## src/rtl/traffic_ctrl_multi_pkg.sv

```systemverilog
// Shared encodings, duration legality checks and demand-aware next-phase selection
// for the multi-approach traffic controller.
package traffic_pkg;

    localparam logic [1:0] ST_ALLRED = 2'b00;
    localparam logic [1:0] ST_GREEN  = 2'b01;
    localparam logic [1:0] ST_YELLOW = 2'b10;
    localparam logic [1:0] ST_FLASH  = 2'b11;

    function automatic bit dur_ok(input int dur, input int width);
        return (dur >= 1) && (dur <= 99) && (dur < (1 << width));
    endfunction

    // Scan cur+1 .. cur+n (mod n); the current approach is considered last.
    function automatic logic [1:0] next_phase(input logic [1:0] cur, input logic [3:0] dmd,
                                              input int n);
        logic [1:0] sel;
        logic       found;
        int         idx;
        idx   = (int'(cur) + 1) % n;
        sel   = idx[1:0];
        found = 1'b0;
        for (int k = 1; k <= 4; k++) begin
            idx = (int'(cur) + k) % n;
            if (k <= n && !found && dmd[idx[1:0]]) begin
                sel   = idx[1:0];
                found = 1'b1;
            end
        end
        return sel;
    endfunction

endpackage

```

## src/rtl/traffic_ctrl_multi_if.sv

```systemverilog
// Sensor/mode inputs and lamp/countdown outputs of the traffic controller.
// slave is the controller side, master is the environment side.
interface traffic_ctrl_multi_if #(
    parameter int N_DIR = 2,
    parameter int CNT_W = 7
);
    logic             flash_en;
    logic [N_DIR-1:0] demand;
    logic             tick;
    logic [1:0]       state;
    logic [1:0]       phase;
    logic [N_DIR-1:0] lamp_r;
    logic [N_DIR-1:0] lamp_y;
    logic [N_DIR-1:0] lamp_g;
    logic [CNT_W-1:0] remain;
    logic [3:0]       remain_tens;
    logic [3:0]       remain_ones;

    modport slave (
        input  flash_en, demand,
        output tick, state, phase, lamp_r, lamp_y, lamp_g, remain, remain_tens, remain_ones
    );

    modport master (
        output flash_en, demand,
        input  tick, state, phase, lamp_r, lamp_y, lamp_g, remain, remain_tens, remain_ones
    );
endinterface

```

## src/rtl/traffic_ctrl_multi_tick_gen.sv

```systemverilog
// Free-running prescaler producing a one-cycle enable every TICK_DIV clocks.
// The enable is high while the count sits at TICK_DIV-1; no derived clock.
module tick_gen #(
    parameter int TICK_DIV = 50_000_000
) (
    input  logic CLK,
    input  logic RSTn,
    output logic tick
);
    localparam int CW = (TICK_DIV > 1) ? $clog2(TICK_DIV) : 1;

    logic [CW-1:0] cnt;

    always_ff @(posedge CLK or negedge RSTn) begin
        if (!RSTn)     cnt <= '0;
        else if (tick) cnt <= '0;
        else           cnt <= cnt + CW'(1);
    end

    assign tick = (cnt == CW'(TICK_DIV - 1));
endmodule

```

## src/rtl/traffic_ctrl_multi.sv

```systemverilog
// Multi-approach traffic controller: round-robin greens with one-shot extension and flash mode.
// State advances only on 1 s ticks; lamps/countdown are registered, BCD lags remain by one clock.
import traffic_pkg::*;

module traffic_ctrl_multi #(
    parameter int N_DIR    = 2,
    parameter int CNT_W    = 7,
    parameter int TICK_DIV = 50_000_000,
    parameter int GREEN_T  = 25,
    parameter int EXT_T    = 10,
    parameter int YELLOW_T = 5,
    parameter int ALLRED_T = 2
) (
    input logic               CLK,
    input logic               RSTn,
    traffic_ctrl_multi_if.slave bus
);
    if (!(N_DIR >= 2 && N_DIR <= 4 && dur_ok(GREEN_T, CNT_W) && dur_ok(EXT_T, CNT_W) &&
          dur_ok(YELLOW_T, CNT_W) && dur_ok(ALLRED_T, CNT_W))) begin : g_bad_param
        $error("traffic_ctrl_multi: N_DIR or a duration is out of range");
    end

    logic             tick;
    logic [1:0]       state, state_nxt;
    logic [1:0]       phase, phase_nxt;
    logic [CNT_W-1:0] remain, remain_nxt;
    logic             ext_used, ext_nxt;
    logic             flash_bit, flash_nxt;
    logic [N_DIR-1:0] lamp_r, lamp_y, lamp_g;
    logic [N_DIR-1:0] lamp_r_nxt, lamp_y_nxt, lamp_g_nxt;
    logic [3:0]       tens, ones;
    logic [3:0]       dmd4;

    tick_gen #(.TICK_DIV(TICK_DIV)) u_tick (
        .CLK  (CLK),
        .RSTn (RSTn),
        .tick (tick)
    );

    always_ff @(posedge CLK or negedge RSTn) begin
        if (!RSTn) begin
            state     <= ST_ALLRED;
            phase     <= 2'(N_DIR - 1);
            remain    <= CNT_W'(ALLRED_T);
            ext_used  <= 1'b0;
            flash_bit <= 1'b0;
            lamp_r    <= '1;
            lamp_y    <= '0;
            lamp_g    <= '0;
        end else begin
            state     <= state_nxt;
            phase     <= phase_nxt;
            remain    <= remain_nxt;
            ext_used  <= ext_nxt;
            flash_bit <= flash_nxt;
            lamp_r    <= lamp_r_nxt;
            lamp_y    <= lamp_y_nxt;
            lamp_g    <= lamp_g_nxt;
        end
    end

    always_comb begin
        dmd4       = 4'(bus.demand);
        state_nxt  = state;
        phase_nxt  = phase;
        remain_nxt = remain;
        ext_nxt    = ext_used;
        flash_nxt  = flash_bit;
        if (tick) begin
            // Flash request overrides any expiry landing on the same tick.
            if (bus.flash_en) begin
                state_nxt  = ST_FLASH;
                remain_nxt = '0;
                flash_nxt  = ~flash_bit;
            end else if (state == ST_FLASH) begin
                state_nxt  = ST_ALLRED;
                remain_nxt = CNT_W'(ALLRED_T);
            end else if (remain > CNT_W'(1)) begin
                remain_nxt = remain - CNT_W'(1);
            end else begin
                case (state)
                    ST_ALLRED: begin
                        state_nxt  = ST_GREEN;
                        phase_nxt  = next_phase(phase, dmd4, N_DIR);
                        remain_nxt = CNT_W'(GREEN_T);
                        ext_nxt    = 1'b0;
                    end
                    ST_GREEN: begin
                        if (!ext_used && bus.demand == (N_DIR'(1) << phase)) begin
                            remain_nxt = CNT_W'(EXT_T);
                            ext_nxt    = 1'b1;
                        end else begin
                            state_nxt  = ST_YELLOW;
                            remain_nxt = CNT_W'(YELLOW_T);
                        end
                    end
                    ST_YELLOW: begin
                        state_nxt  = ST_ALLRED;
                        remain_nxt = CNT_W'(ALLRED_T);
                    end
                    default: ;
                endcase
            end
        end
    end

    always_comb begin
        lamp_r_nxt = '1;
        lamp_y_nxt = '0;
        lamp_g_nxt = '0;
        case (state_nxt)
            ST_GREEN: begin
                lamp_g_nxt[phase_nxt] = 1'b1;
                lamp_r_nxt[phase_nxt] = 1'b0;
            end
            ST_YELLOW: begin
                lamp_y_nxt[phase_nxt] = 1'b1;
                lamp_r_nxt[phase_nxt] = 1'b0;
            end
            ST_FLASH: begin
                lamp_r_nxt = '0;
                lamp_y_nxt = {N_DIR{flash_nxt}};
            end
            default: ;
        endcase
    end

    always_ff @(posedge CLK or negedge RSTn) begin
        if (!RSTn) begin
            tens <= 4'(ALLRED_T / 10);
            ones <= 4'(ALLRED_T % 10);
        end else begin
            tens <= 4'(int'(remain) / 10);
            ones <= 4'(int'(remain) % 10);
        end
    end

    assign bus.tick        = tick;
    assign bus.state       = state;
    assign bus.phase       = phase;
    assign bus.remain      = remain;
    assign bus.lamp_r      = lamp_r;
    assign bus.lamp_y      = lamp_y;
    assign bus.lamp_g      = lamp_g;
    assign bus.remain_tens = tens;
    assign bus.remain_ones = ones;
endmodule

```

## src/flat_wrapper.sv

```systemverilog
// flat-port wrapper written by rule: the top's interface ports become plain ports
module traffic_ctrl_multi_flat 
#(
    parameter int N_DIR    = 2,
    parameter int CNT_W    = 7,
    parameter int TICK_DIV = 50_000_000,
    parameter int GREEN_T  = 25,
    parameter int EXT_T    = 10,
    parameter int YELLOW_T = 5,
    parameter int ALLRED_T = 2
)
  (CLK, RSTn, bus_flash_en, bus_demand, bus_tick, bus_state, bus_phase, bus_lamp_r, bus_lamp_y, bus_lamp_g, bus_remain, bus_remain_tens, bus_remain_ones);
  traffic_ctrl_multi_if #(.N_DIR(N_DIR), .CNT_W(CNT_W)) bus_i ();
  input logic CLK;
  input logic RSTn;
  input wire logic [$bits(bus_i.flash_en)-1:0] bus_flash_en;
  input wire logic [$bits(bus_i.demand)-1:0] bus_demand;
  output wire logic [$bits(bus_i.tick)-1:0] bus_tick;
  output wire logic [$bits(bus_i.state)-1:0] bus_state;
  output wire logic [$bits(bus_i.phase)-1:0] bus_phase;
  output wire logic [$bits(bus_i.lamp_r)-1:0] bus_lamp_r;
  output wire logic [$bits(bus_i.lamp_y)-1:0] bus_lamp_y;
  output wire logic [$bits(bus_i.lamp_g)-1:0] bus_lamp_g;
  output wire logic [$bits(bus_i.remain)-1:0] bus_remain;
  output wire logic [$bits(bus_i.remain_tens)-1:0] bus_remain_tens;
  output wire logic [$bits(bus_i.remain_ones)-1:0] bus_remain_ones;
  assign bus_i.flash_en = bus_flash_en;
  assign bus_i.demand = bus_demand;
  assign bus_tick = bus_i.tick;
  assign bus_state = bus_i.state;
  assign bus_phase = bus_i.phase;
  assign bus_lamp_r = bus_i.lamp_r;
  assign bus_lamp_y = bus_i.lamp_y;
  assign bus_lamp_g = bus_i.lamp_g;
  assign bus_remain = bus_i.remain;
  assign bus_remain_tens = bus_i.remain_tens;
  assign bus_remain_ones = bus_i.remain_ones;
  traffic_ctrl_multi #(.N_DIR(N_DIR), .CNT_W(CNT_W), .TICK_DIV(TICK_DIV), .GREEN_T(GREEN_T), .EXT_T(EXT_T), .YELLOW_T(YELLOW_T), .ALLRED_T(ALLRED_T)) u_core (.CLK(CLK), .RSTn(RSTn), .bus(bus_i));
endmodule
```

## config.mk

```make
export PLATFORM = sky130hd
export DESIGN_NAME = traffic_ctrl_multi_flat
export DESIGN_NICKNAME = d
export VERILOG_FILES = /design/src/rtl/traffic_ctrl_multi_pkg.sv /design/src/rtl/traffic_ctrl_multi_if.sv /design/src/rtl/traffic_ctrl_multi_tick_gen.sv /design/src/rtl/traffic_ctrl_multi.sv /design/src/flat_wrapper.sv
export SDC_FILE = /design/constraint.sdc
export NUM_CORES = 1
export LEC_CHECK = 0
export CAP_MARGIN = 20
export CORE_MARGIN = 1.5
export CORE_UTILIZATION = 32
export CTS_CLUSTER_DIAMETER = 60
export DETAILED_ROUTE_END_ITERATION = 10
export PLACE_DENSITY = 0.51
export REMOVE_ABC_BUFFERS = 1
export SYNTH_ARGS = -nofsm -noshare
export SYNTH_HDL_FRONTEND = slang
export SYNTH_HIERARCHICAL = 1
export SYNTH_SLANG_ARGS = --single-unit
```

## constraint.sdc

```tcl
create_clock -name CLK -period 7.04 [get_ports CLK]
set_input_delay 1.408 -clock CLK [delete_from_list [all_inputs] [get_ports CLK]]
set_output_delay 1.408 -clock CLK [all_outputs]
set_load 0.1 [all_outputs]
```

# Word level (Yosys, flattened, before mapping)
# Cells that the tools add are included.
# totals
out_inout_bits	26
input_bits	5
wordCells	87
regBits	53
# classes
n_reduce_logical	11
muxes	37
div	2
order_cmp	5
bitwise_logic	7
eq_ne	9
addsub	4
shift	1
# ops
op	count
$div 8x5->32 const B	1
$mod 8x5->32 const B	1
$add 26x1->26 const B	1
$eq 26x26->1 const B	1
$mux 26	1
$mux 2	12
$mux 7	3
$pmux 7 s3	1
$mux 1	12
$eq 2x2->1 const B	4
$pmux 2 s2	2
$gt 7x1->1 const B	1
$sub 7x1->7 const B	1
$lt 2x3->1 const B	2
$pmux 2 s3	1
$reduce_and 6->1	1
$reduce_bool 6->1	1
$bmux 1 s2	2
$eq 2x1->1 const B	2
$mux 4	1
$not 1->1	4
$logic_and 1x1->1	3
$add 1x1->1 const B	2
$and 1x1->1 const A	2
13 further kinds	14

# Logic depth before layout (Yosys ltp)
# depth
ltp_word	24
depth_mapped	10
depth_no_buf	9

# Modules after synthesis
# The synthesis kept the hierarchy.
# by_module_without_submodules
mod	cells_per_inst	n_inst	seq_area_each_um2	area_per_inst_um2
traffic_ctrl_multi	227	1	681.9	2011.9
tick_gen	134	1	650.6	1337.5

# Worst setup path before layout
# No wires, ideal clock.
# synth_path
path_type	register -> output
startpoint	register u_core.u_tick.cnt[2]
endpoint	output bus_tick
path_stages_with_launch	5
setup_slack_ns	3.777
n_path_buf	1
required_time_ns	5.632
t_arrival_ns	1.855
path_cell_list	dfrtp_1 -> and4_1 -> nand2_1 -> nor4_4 -> buf_2
# synth_via
elab_chain_len	1
# synth_rtl
element	line	text
from (decl)	traffic_ctrl_multi_tick_gen.sv:12	logic [CW-1:0] cnt;
from (signal assigned)	traffic_ctrl_multi_tick_gen.sv:17	else cnt <= cnt + CW'(1);
$eq 26x26->1	traffic_ctrl_multi_tick_gen.sv:20	assign tick = (cnt == CW'(TICK_DIV - 1));
to (decl)	flat_wrapper.sv:18	output wire logic [$bits(bus_i.tick)-1:0] bus_tick;
# Every way passes these cells.

# Worst setup path after layout
# Same ends and word-level chain as after synthesis.

==> impl_metrics.prom <==
# TYPE chip_impl_metric gauge
chip_impl_metric{name="globalRouteMet1Util",unit=""} 0.199
chip_impl_metric{name="total_standard_cell_area_after_synthesis",unit="sq um"} 3350
chip_impl_metric{name="post-route-period-util",unit=""} 0.577
chip_impl_info{name="ctsRootBufferMaster",value="sky130_fd_sc_hd__clkbuf_8"} 1
chip_impl_metric{name="fin_hold_ws",unit="ps"} 503
chip_impl_metric{name="grt_remaining_overflow",unit=""} 0
chip_impl_metric{name="placed_cell_area",unit="sq um"} 3770
chip_impl_metric{name="placement.setup.worst_slack",unit="ps"} 3290
chip_impl_metric{name="power_density",unit="nW/um^2"} 126
chip_impl_metric{name="synth_seq_cells",unit=""} 53
chip_impl_metric{name="h-tree-depth",unit=""} 2
chip_impl_metric{name="detailed_router_s_first_iteration_violation_count",unit=""} 83
chip_impl_metric{name="cts_hold_repair.buffers",unit=""} 0
chip_impl_metric{name="finished_layout_cell_area",unit="sq um"} 3850
chip_impl_metric{name="numClockSinks",unit=""} 53
chip_impl_info{name="worst_hold_path_type",value="reg2reg"} 1
chip_impl_metric{name="grt_max_degree",unit=""} 54
chip_impl_info{name="timing.critical_path.cells",value="and4_1 > nand2_1 > nor4_4 > clkdlybuf4s50_1"} 1
chip_impl_info{name="critical_path.top_delay_family",value="buffers and inverters"} 1
chip_impl_metric{name="detail-route-antenna-nets",unit=""} 0
chip_impl_metric{name="worstPathRequired",unit="ps"} 5630
chip_impl_metric{name="drv_slew",unit=""} 0
chip_impl_info{name="yosys.area.top_type",value="sky130_fd_sc_hd__dfrtp_1"} 1
chip_impl_metric{name="io_buffer_count",unit=""} 30
chip_impl_metric{name="routed_wire_length_per_instance",unit="um"} 14.3
chip_impl_metric{name="gpl.final_weighted_congestion",unit=""} 0.764
chip_impl_metric{name="ctsLongestPathBuffers",unit=""} 2
chip_impl_info{name="synth_top_cells_by_count",value="sky130_fd_sc_hd__dfrtp_1, sky130_fd_sc_hd__nor2_1, sky130_fd_sc_hd__a21oi_1"} 1
chip_impl_metric{name="grtUsageTotal",unit=""} 0.144
chip_impl_info{name="hp-start",value="u_core/flash_bit$_DFF_PN0_"} 1
chip_impl_info{name="worst_setup_path_start_kind",value="register"} 1
chip_impl_metric{name="top_level_ports",unit=""} 31
chip_impl_metric{name="p_seq_frac",unit=""} 0.624
chip_impl_metric{name="number_of_violations_of_the_max_capacitance_limit",unit=""} 0
chip_impl_metric{name="hold_viol",unit=""} 0
chip_impl_metric{name="path_clk_slew",unit="ps"} 100
chip_impl_info{name="grt_busiest_layer",value="met2"} 1
chip_impl_metric{name="crit_path_max_incr_delay",unit="ps"} 1170
chip_impl_info{name="crit_type",value="reg2out"} 1
chip_impl_metric{name="final_period_minus_worst_setup_slack",unit="ps"} 4060
chip_impl_metric{name="grt_pass1_vias",unit=""} 2699
chip_impl_metric{name="nNetsFinal",unit=""} 407
chip_impl_metric{name="cts_buffers",unit=""} 5
chip_impl_metric{name="async_flop_share",unit=""} 1.00
chip_impl_metric{name="worst_ep_arrival_time",unit="ps"} 2660
chip_impl_metric{name="groute.layer.met2.usage",unit=""} 0.232
chip_impl_metric{name="setup_viol_count_final",unit=""} 0
chip_impl_metric{name="yosys_warnings",unit=""} 6
chip_impl_metric{name="syn2layout_area_growth",unit="%"} 15.1
chip_impl_metric{name="antenna_violations_before_repair",unit=""} 0
chip_impl_metric{name="die_width",unit="um"} 105
chip_impl_metric{name="synth.top_cell.area_share",unit=""} 0.359
chip_impl_info{name="cell_types_occupying_the_most_area_after_synthesis",value="sky130_fd_sc_hd__dfrtp_1, sky130_fd_sc_hd__ha_1, sky130_fd_sc_hd__dfstp_2"} 1
chip_impl_metric{name="worst_slew_pin_slew",unit="ps"} 982
chip_impl_info{name="critPathCaptureType",value="output port"} 1
chip_impl_metric{name="remaining_drc_errors",unit=""} 0
chip_impl_metric{name="netSwitchingPower",unit="W"} 0.000109
chip_impl_info{name="cpMaxStageDelayCell",value="sky130_fd_sc_hd__clkdlybuf4s50_1"} 1
chip_impl_metric{name="timing.max_slew.rel_slack",unit=""} 0.343
chip_impl_metric{name="layout-drive-gt1-share",unit=""} 0.0900
chip_impl_metric{name="cts-resized-gates",unit=""} 0
chip_impl_metric{name="drt_wl_total",unit="um"} 7490
chip_impl_metric{name="power.leakage",unit="nW"} 1.50
chip_impl_info{name="outcome",value="complete, no violations"} 1
chip_impl_metric{name="critical_path.n_buffers_inverters",unit=""} 1
chip_impl_metric{name="routed-via-count",unit=""} 2816
chip_impl_metric{name="vias_per_cell",unit=""} 5.36
chip_impl_metric{name="final.setup.tns",unit="ps"} 0
chip_impl_info{name="critical_path.reg2reg.startpoint",value="u_core/bus.remain[4]$_DFFE_PN0P_"} 1
chip_impl_info{name="library_cell_with_the_highest_instance_count_after_synthesis",value="sky130_fd_sc_hd__dfrtp_1"} 1
chip_impl_metric{name="power.switching_fraction",unit=""} 0.224
chip_impl_metric{name="clk_latency",unit="ps"} 300
chip_impl_info{name="unrepaired_setup_endpoints_after_global_routing",value="no"} 1
chip_impl_metric{name="post-place-cells",unit=""} 517
chip_impl_metric{name="achievable-frequency",unit="GHz"} 0.246
chip_impl_info{name="tritoncts",value="yes"} 1
chip_impl_metric{name="grt_pass1_wl",unit="um"} 13100
chip_impl_metric{name="clock-skew-final",unit="ps"} 5.75
chip_impl_metric{name="postCtsSetupRepairBufs",unit=""} 0
chip_impl_metric{name="synthesis.area_per_instance",unit="sq um"} 9.28
chip_impl_metric{name="insertedDiodeCount",unit=""} 0
chip_impl_info{name="crit_start",value="u_core/u_tick/cnt[2]$_DFF_PN0_"} 1
chip_impl_metric{name="initial_utilization",unit=""} 0.327
chip_impl_metric{name="dieHeight",unit="um"} 105
chip_impl_metric{name="ir_worst_vdd",unit="V"} 0.0000667
chip_impl_metric{name="gate_count_post_synth",unit=""} 361
chip_impl_metric{name="cell_int_power",unit="W"} 0.000378
chip_impl_metric{name="firstDrtPassIters",unit=""} 6
chip_impl_metric{name="dpl.hpwl",unit="um"} 5230
chip_impl_metric{name="die_area",unit="sq um"} 11100
chip_impl_metric{name="critical_path.max_fanout",unit=""} 6
chip_impl_info{name="synth_ff_type",value="sky130_fd_sc_hd__dfrtp_1"} 1
chip_impl_metric{name="met3_usage",unit=""} 0.0254
chip_impl_metric{name="num_rows",unit=""} 37
chip_impl_metric{name="count_of_flip_flops_with_a_built_in_enable_after_synthesis",unit=""} 0
chip_impl_metric{name="setup_ws",unit="ps"} 2980
chip_impl_metric{name="share_of_total_power_in_the_clock_network",unit=""} 0.350
chip_impl_metric{name="layout.cells.non_filler",unit=""} 525
chip_impl_metric{name="synth_seq_area_share",unit=""} 0.398
chip_impl_metric{name="comb_power_share",unit=""} 0.025
chip_impl_metric{name="floorplan.core_area",unit="sq um"} 10200
chip_impl_metric{name="synth.lib_cells_used.distinct",unit=""} 70
==> per-layer routing <==
layer	vias up	share of wire
li1	1385	-
met1	1372	0.49
met2	47	0.47
met3	12	0.027
met4	0	0.013
met5	-	0
==> registers in the layout, summed over array words and instances, names as in the netlist, 2 cells and up <==
name / cells
u_core/u_tick/cnt: 26
u_core/bus.remain: 7
u_core/bus.remain_ones: 4
u_core/bus.remain_tens: 4
u_core/bus.lamp_g: 2
u_core/bus.lamp_r: 2
u_core/bus.lamp_y: 2
u_core/bus.phase: 2
u_core/bus.state: 2
==> through the flow <==
step	power (W)	utilization
after detailed placement	0.000323	0.369
after global placement	0.000323	0.369
after global routing	0.000514	0.377
final	0.000487	0.377
after CTS	0.000499	0.377
after floorplan	0.000313	-
==> layout make-up <==
type / count / area (sq um)
well taps: 136 / 170
inverters: 18 / 72.6
clock inverters: 1 / 7.51
fillers: 1049 / 6380
repair buffers: 32 / 310
flip-flops and latches: 53 / 1330
multi-input cells: 278 / 1890
clock buffers: 7 / 76.3
==> logic make-up after synthesis <==
| logic type | synth area share |
|---|---|
| AND/OR/NAND/NOR | 0.244 |
| AO/OA/AOI/OAI | 0.220 |
| flip-flops | 0.398 |
| buffers and inverters | 0.0392 |
| XOR/XNOR | 0.0471 |
| adder cells (fa/ha/maj) | 0.0523 |
==> placed cells by master, fill, tap and decap left out, types with 5 or more instances in the layout <==
| cell | instances |
|---|---|
| sky130_fd_sc_hd__clkbuf_8 | 5 |
| sky130_fd_sc_hd__o21ai_1 | 11 |
| sky130_fd_sc_hd__nand4_1 | 7 |
| sky130_fd_sc_hd__nand3_1 | 12 |
| sky130_fd_sc_hd__xnor2_1 | 11 |
| sky130_fd_sc_hd__o21ai_0 | 17 |
| sky130_fd_sc_hd__and2_1 | 5 |
| sky130_fd_sc_hd__nor2_1 | 27 |
| sky130_fd_sc_hd__nand2b_1 | 10 |
| sky130_fd_sc_hd__and3_1 | 6 |
| sky130_fd_sc_hd__nand3b_1 | 7 |
| sky130_fd_sc_hd__o22ai_1 | 6 |
| sky130_fd_sc_hd__inv_1 | 17 |
| sky130_fd_sc_hd__nor3_1 | 8 |
| sky130_fd_sc_hd__nand2_1 | 21 |
| sky130_fd_sc_hd__ha_1 | 14 |
| sky130_fd_sc_hd__dfrtp_1 | 48 |
| sky130_fd_sc_hd__clkdlybuf4s50_1 | 29 |
| sky130_fd_sc_hd__dfstp_2 | 5 |
| sky130_fd_sc_hd__a21oi_1 | 25 |
| sky130_fd_sc_hd__xor2_1 | 7 |
==> power groups by stage <==
| stage | clock, W | sequential [W] | combinational, W |
|---|---|---|---|
| floorplan | 0 | 0.000310 | 0.00000292 |
| detailed placement | 0 | 0.000310 | 0.0000131 |
| finish | 0.000171 | 0.000304 | 0.0000124 |
| CTS | 0.000181 | 0.000304 | 0.0000131 |
| global route | 0.000195 | 0.000304 | 0.0000149 |
| global placement | 0 | 0.000310 | 0.0000130 |
==> worst register-to-register path, cell delays in order (launching register included) <==
cell,delay (ps)
sky130_fd_sc_hd__dfrtp_1,630
sky130_fd_sc_hd__nor2_2,380
sky130_fd_sc_hd__clkinv_4,120
sky130_fd_sc_hd__ha_1,360
sky130_fd_sc_hd__and2b_4,300
sky130_fd_sc_hd__a21oi_2,90
sky130_fd_sc_hd__o32a_4,370
sky130_fd_sc_hd__a311o_1,390
sky130_fd_sc_hd__and3_4,180
sky130_fd_sc_hd__a311oi_2,230
==> path summary, 6_finish.rpt <==
path,endpoint,slack [ps],cells after the start
worst max-delay path,bus_tick,2980,4
worst min-delay path,u_core/flash_bit$_DFF_PN0_,500,1
worst max register to register,u_core/bus.remain_ones[3]$_DFF_PN0_,3920,9
worst min register to register,u_core/flash_bit$_DFF_PN0_,500,1
max in group asynchronous,u_core/bus.remain[3]$_DFFE_PN0P_,5370,2
min in group asynchronous,u_core/u_tick/cnt[8]$_DFF_PN0_,1220,2
Note: power is estimated with default switching activity, not from simulation.
